$ cat src/rtl/muldiv_unit_pkg.sv
// muldiv_unit_pkg: shared types and constants for the multiply/divide unit.
package muldiv_unit_pkg;
  typedef logic        u1;
  typedef logic [4:0]  u5;
  typedef logic [31:0] u32;
  typedef logic [63:0] u64;
  typedef enum logic [1:0] {MULT = 2'd0, MULTU = 2'd1, DIV = 2'd2, DIVU = 2'd3} muldiv_op_t;
  typedef enum logic [1:0] {ST_IDLE, ST_MUL, ST_DIV} muldiv_state_t;
  localparam int MULDIV_ITER = 32;
endpackage

$ cat src/rtl/muldiv_sign_fix.sv
// muldiv_sign_fix: conditional two's-complement negate, per half or across the whole 2W value.
module muldiv_sign_fix #(
  parameter int W = 32
) (
  input  logic [2*W-1:0] x_i,
  input  logic           wide_i,
  input  logic           neg_hi_i,
  input  logic           neg_lo_i,
  output logic [2*W-1:0] y_o
);
  logic [W-1:0] hi_x, lo_x;
  assign hi_x = x_i[2*W-1:W];
  assign lo_x = x_i[W-1:0];
  assign y_o  = wide_i ? (neg_lo_i ? -x_i : x_i)
                       : {neg_hi_i ? -hi_x : hi_x, neg_lo_i ? -lo_x : lo_x};
endmodule

$ cat src/rtl/muldiv_unit.sv
// muldiv_unit: multi-cycle MULT/MULTU/DIV/DIVU with architectural HI/LO and MTHI/MTLO writes.
module muldiv_unit
  import muldiv_unit_pkg::*;
#(
  parameter int WIDTH = 32,
  parameter int ITER  = MULDIV_ITER
) (
  input  logic             clk,
  input  logic             resetn,
  input  logic             start,
  input  muldiv_op_t       op,
  input  logic [WIDTH-1:0] a,
  input  logic [WIDTH-1:0] b,
  input  logic             hi_we,
  input  logic             lo_we,
  input  logic [WIDTH-1:0] wd,
  output logic             busy,
  output logic             done,
  output logic [WIDTH-1:0] hi,
  output logic [WIDTH-1:0] lo
);
  localparam int W  = WIDTH;
  localparam int CW = $clog2(ITER);
  muldiv_state_t  state_q;
  logic [CW-1:0]  cnt_q;
  u1              sgn_q, sa_q, sb_q, bz_q, done_q, ge;
  logic [W-1:0]   a_q, m_q, rem_q, hi_q, lo_q, rem_d, quo_d;
  logic [2*W-1:0] acc_q, acc_d, ops, res;
  logic [W:0]     mul_sum, div_sh;
  muldiv_sign_fix #(.W(W)) u_abs (
    .x_i     ({a, b}),
    .wide_i  (1'b0),
    .neg_hi_i(~op[0] & a[W-1]),
    .neg_lo_i(~op[0] & b[W-1]),
    .y_o     (ops)
  );
  // m_q is the multiplicand in MUL and the divisor in DIV; acc_q low half holds multiplier or dividend/quotient
  always_comb begin
    mul_sum = {1'b0, acc_q[2*W-1:W]} + (acc_q[0] ? {1'b0, m_q} : '0);
    div_sh  = {rem_q, acc_q[W-1]};
    ge      = div_sh >= {1'b0, m_q};
    rem_d   = ge ? div_sh[W-1:0] - m_q : div_sh[W-1:0];
    quo_d   = {acc_q[W-2:0], ge};
    acc_d   = state_q == ST_MUL ? {mul_sum, acc_q[W-1:1]} : {acc_q[2*W-1:W], quo_d};
  end
  muldiv_sign_fix #(.W(W)) u_fix (
    .x_i     (state_q == ST_MUL ? acc_d : {rem_d, quo_d}),
    .wide_i  (state_q == ST_MUL),
    .neg_hi_i(sgn_q & sa_q),
    .neg_lo_i(sgn_q & (sa_q ^ sb_q)),
    .y_o     (res)
  );
  always_ff @(posedge clk or negedge resetn) begin
    if (!resetn) begin
      state_q <= ST_IDLE;
      cnt_q   <= '0;
      sgn_q   <= 1'b0;
      sa_q    <= 1'b0;
      sb_q    <= 1'b0;
      bz_q    <= 1'b0;
      done_q  <= 1'b0;
      a_q     <= '0;
      m_q     <= '0;
      rem_q   <= '0;
      acc_q   <= '0;
      hi_q    <= '0;
      lo_q    <= '0;
    end else begin
      done_q <= 1'b0;
      if (state_q == ST_IDLE) begin
        if (hi_we) hi_q <= wd;
        if (lo_we) lo_q <= wd;
        if (start) begin
          state_q <= op[1] ? ST_DIV : ST_MUL;
          cnt_q   <= '0;
          sgn_q   <= ~op[0];
          sa_q    <= a[W-1];
          sb_q    <= b[W-1];
          bz_q    <= b == '0;
          a_q     <= a;
          m_q     <= op[1] ? ops[W-1:0] : ops[2*W-1:W];
          acc_q   <= {{W{1'b0}}, op[1] ? ops[2*W-1:W] : ops[W-1:0]};
          rem_q   <= '0;
        end
      end else begin
        acc_q <= acc_d;
        rem_q <= rem_d;
        cnt_q <= cnt_q + CW'(1);
        if (cnt_q == CW'(ITER - 1)) begin
          state_q <= ST_IDLE;
          done_q  <= 1'b1;
          hi_q    <= (state_q == ST_DIV && bz_q) ? a_q : res[2*W-1:W];
          lo_q    <= (state_q == ST_DIV && bz_q) ? '1  : res[W-1:0];
        end
      end
    end
  end
  assign busy = state_q != ST_IDLE;
  assign done = done_q;
  assign hi   = hi_q;
  assign lo   = lo_q;
endmodule
$ cat config.mk
export PLATFORM = sky130hd
export DESIGN_NAME = muldiv_unit
export DESIGN_NICKNAME = d
export VERILOG_FILES = /design/src/rtl/muldiv_unit_pkg.sv /design/src/rtl/muldiv_sign_fix.sv /design/src/rtl/muldiv_unit.sv
export SDC_FILE = /design/constraint.sdc
export NUM_CORES = 1
export LEC_CHECK = 0
export CAP_MARGIN = 20
export CORE_MARGIN = 3
export CORE_UTILIZATION = 65
export CTS_BUF_LIST = sky130_fd_sc_hd__clkbuf_4
export DETAILED_ROUTE_END_ITERATION = 8
export PLACE_DENSITY = 0.95
export SYNTH_ARGS = -nofsm -noshare
export SYNTH_HDL_FRONTEND = slang
export SYNTH_SLANG_ARGS = --single-unit
$ cat constraint.sdc
create_clock -name clk -period 7.7 [get_ports clk]
set_input_delay 1.54 -clock clk [delete_from_list [all_inputs] [get_ports clk]]
set_output_delay 1.54 -clock clk [all_outputs]
set_load 0.005 [all_outputs]
==> out/qor.yml <==
status: "complete, no violations"
place_congestion: 1.07
cts_hold_buf: 0
wirelength_um: 73600
start_util: 0.662
ys_types: 92
setup_slack_ns: 1.85
hpwl_um: 54100
rsz0062_at_grt: "no"
drc_errors: 0
min_to: "lo[12]"
worstReg2RegEnd: "hi[26]"
core_area_um2: 27900
crit_fanout: 9
slew_headroom: 0.171
max_freq_ghz: 0.171
grt.overflow.total: 0
reg2regPathDepth: 20
crit_arrival_ns: 6.47
grt_max_degree: 129
antenna_found_initial: 5
synth_edf_count: 0
vias_per_cell: 7.05
holdCritStartpoint: "lo[12]"
yosysWarnings: 0
fp.dieH_um: 175
synth_cells: 2298
fin_nets: 2576
synthFlopType: "dfrtp_1"
grt_pass1_wl_um: 111000
area_delta_synth_final_pct: 14.2
cts_setup_buffers: 0
drt_iter0_drc: 3418
worst_pin_slew_ns: 1.23
ant_nets: 0
clock_latency_ns: 0.73
cts_resized: 0
num_vias: 20000
required_ns: 8.32
chipWidth_um: 175
drv_slew: 0
yosys_register_bits: 235
dieArea_um2: 30500
syn_nets: 2473
io_buffers: 168
setup_viol: 0
clk_pin_slew_ns: 0.07
worst-setup-path-type: "flip-flop to flip-flop"
grtUsageTotal: 0.470
maxCapViolations: 0
min_period_over_period: 0.760
grt_pass1_vias: 18800
io_pins: 169
hp-class: "flip-flop to flip-flop"
reg2reg_from: "rem_q[1]"
r2r_slack_ns: 1.85
async_flop_share: 1.00
cts_buffers: 66
preCtsSetupSlack_ns: 2.06
drtPass1Iterations: 6
rows: 61
ys_seq_area_frac: 0.318
min_path_cells: 2
cts_tree: "yes"
cts_root_buffer: "clkbuf_4"
crit_path_end_kind: "flip-flop"
finalSetupTns_ns: 0
finalCriticalPeriod_ns: 5.85
clock_skew_ns: 0.0509
crit_path_start_kind: "flip-flop"
h-tree-depth: 3
layout-drive-gt1-share: 0.0837
synthesis.area_um2: 18500
cts_sinks: 235
wire_per_inst_um: 26.0
synth.avg_cell_area_um2: 8.05
clockBufferDepth: 3
report.final.hold_viol_count: 0
final cells by class:
class                   count  area, um^2
diodes                      5        12.5
fillers                  2014        6820
repair buffers            191        1890
clock buffers              85         638
clock inverters            32         188
inverters                  68         256
well taps                 378         473
multi-input cells        1839       11800
flip-flops and latches    235        5880
cell usage in the layout, fill, tap and decap left out, types with 17 or more instances in the layout:
master,netlist,routed
nand2_1,264,263
a21oi_1,243,241
dfrtp_1,235,235
o21ai_0,189,189
nor2_1,181,179
clkdlybuf4s50_1,0,166
xnor2_1,96,96
clkbuf_4,0,85
xor2_1,83,83
ha_1,70,70
inv_1,66,66
mux2i_1,62,62
nor3_1,55,55
and3_1,43,43
o22ai_1,41,41
and2_1,40,40
a21o_1,34,34
mux2_2,34,34
a211oi_1,32,32
o221ai_1,30,30
nand3_1,28,28
a31oi_1,25,25
o31ai_1,24,24
nand4_1,23,23
o211ai_1,22,22
or3_1,21,21
buf_4,0,21
clkinv_1,2,20
a221oi_1,17,17
critical path, stage by stage, from the launching register on:
cell and delay (ns):
dfrtp_1 0.43, ha_1 0.37, o211ai_1 0.27, a21oi_1 0.11, o21ai_2 0.25, o32a_1 0.26
and4_1 0.52, nand3_1 0.25, o21ai_0 0.30, ha_1 0.28, o2111a_1 0.26, o211a_2 0.27
nand3_1 0.12, nor2_1 0.27, a31o_2 0.28, o311ai_1 0.20, or3_1 0.51, nor3_1 0.32
a21oi_1 0.14, xnor2_1 0.17, o21ai_0 0.19
worst max-delay path by stage:
stage | startpoint | to | slack, ns | cells after the start
after floorplan | state_q[0] | hi[28] | 2.66 | 22
after global placement | rem_q[24] | hi[20] | 2.22 | 20
after detailed placement | m_q[26] | hi[26] | 2.06 | 21
after CTS | rem_q[1] | hi[20] | 2.02 | 20
after global routing | rem_q[1] | hi[20] | 1.57 | 20
final | rem_q[1] | hi[26] | 1.85 | 20
flip-flops by register name (all words and copies together), names as in the netlist:
register and flops:
m_q 32, cnt_q 5, sb_q 1, done 1, rem_q 32, sa_q 1
sgn_q 1, a_q 31, state_q 2, hi 32, bz_q 1, acc_q 64
lo 32
metrics by stage:
| step | area (um^2) | std cells | hold slack [ns] | utilization |
|---|---|---|---|---|
| 2_1_floorplan | 18500 | 2298 | 0.450 | - |
| 3_3_place_gp | 20200 | 2710 | 0.462 | 0.725 |
| 3_5_place_dp | 20200 | 2710 | 0.471 | 0.725 |
| 4_1_cts | 21100 | 2827 | 0.485 | 0.754 |
| 5_1_grt | 21100 | 2829 | 0.500 | 0.755 |
| 6_report | 21100 | 2833 | 0.484 | 0.756 |
Yosys cell counts, drive strengths merged (6+ instances only):
| cell | number | area share |
|---|---|---|
| xnor2 | 96 | 0.045 |
| nand2 | 266 | 0.054 |
| a22o | 10 | 0.0047 |
| nand3 | 28 | 0.0076 |
| o31ai | 24 | 0.0097 |
| and3 | 43 | 0.015 |
| o311ai | 6 | 0.0028 |
| ha | 70 | 0.047 |
| o211ai | 23 | 0.0096 |
| a21oi | 247 | 0.068 |
| o21ai | 196 | 0.053 |
| xor2 | 83 | 0.039 |
| o21a | 13 | 0.0053 |
| mux2 | 34 | 0.021 |
| mux2i | 62 | 0.034 |
| or3 | 21 | 0.0071 |
| a221o | 7 | 0.0038 |
| nor2 | 184 | 0.038 |
| a21o | 34 | 0.014 |
| a211oi | 32 | 0.013 |
| nor2b | 10 | 0.0034 |
| clkbuf | 119 | 0.024 |
| nand2b | 13 | 0.0044 |
| nand4 | 26 | 0.010 |
| o221ai | 30 | 0.014 |
| a31o | 6 | 0.0028 |
| nor4 | 16 | 0.0062 |
| o21bai | 10 | 0.0041 |
| or4 | 10 | 0.0045 |
| inv | 66 | 0.013 |
| o22ai | 41 | 0.014 |
| and2 | 40 | 0.014 |
| buf | 37 | 0.0099 |
| a31oi | 25 | 0.0085 |
| a221oi | 18 | 0.0089 |
| nor3 | 55 | 0.015 |
| dfrtp | 235 | 0.32 |
layer usage:
metal	track usage	up-vias	wire, um	part of all wire
met5	0	-	23	0.00031
met4	0.229	4	4250	0.058
met3	0.153	277	11500	0.16
met2	0.661	1694	30000	0.41
met1	0.655	9408	27800	0.38
li1	-	8588	-	-
cell families after synthesis:
kind of cell | synth area share
adders and majority gates | 0.0495
muxes | 0.0543
AOI/OAI and AO/OA | 0.258
and+or+nand+nor | 0.188
xor gates and xnor gates | 0.0848
buffers and inverters | 0.0481
DFF | 0.318
Power is not shown: default switching activity piles up to over one toggle a cycle in this logic, so the estimate is an artifact.
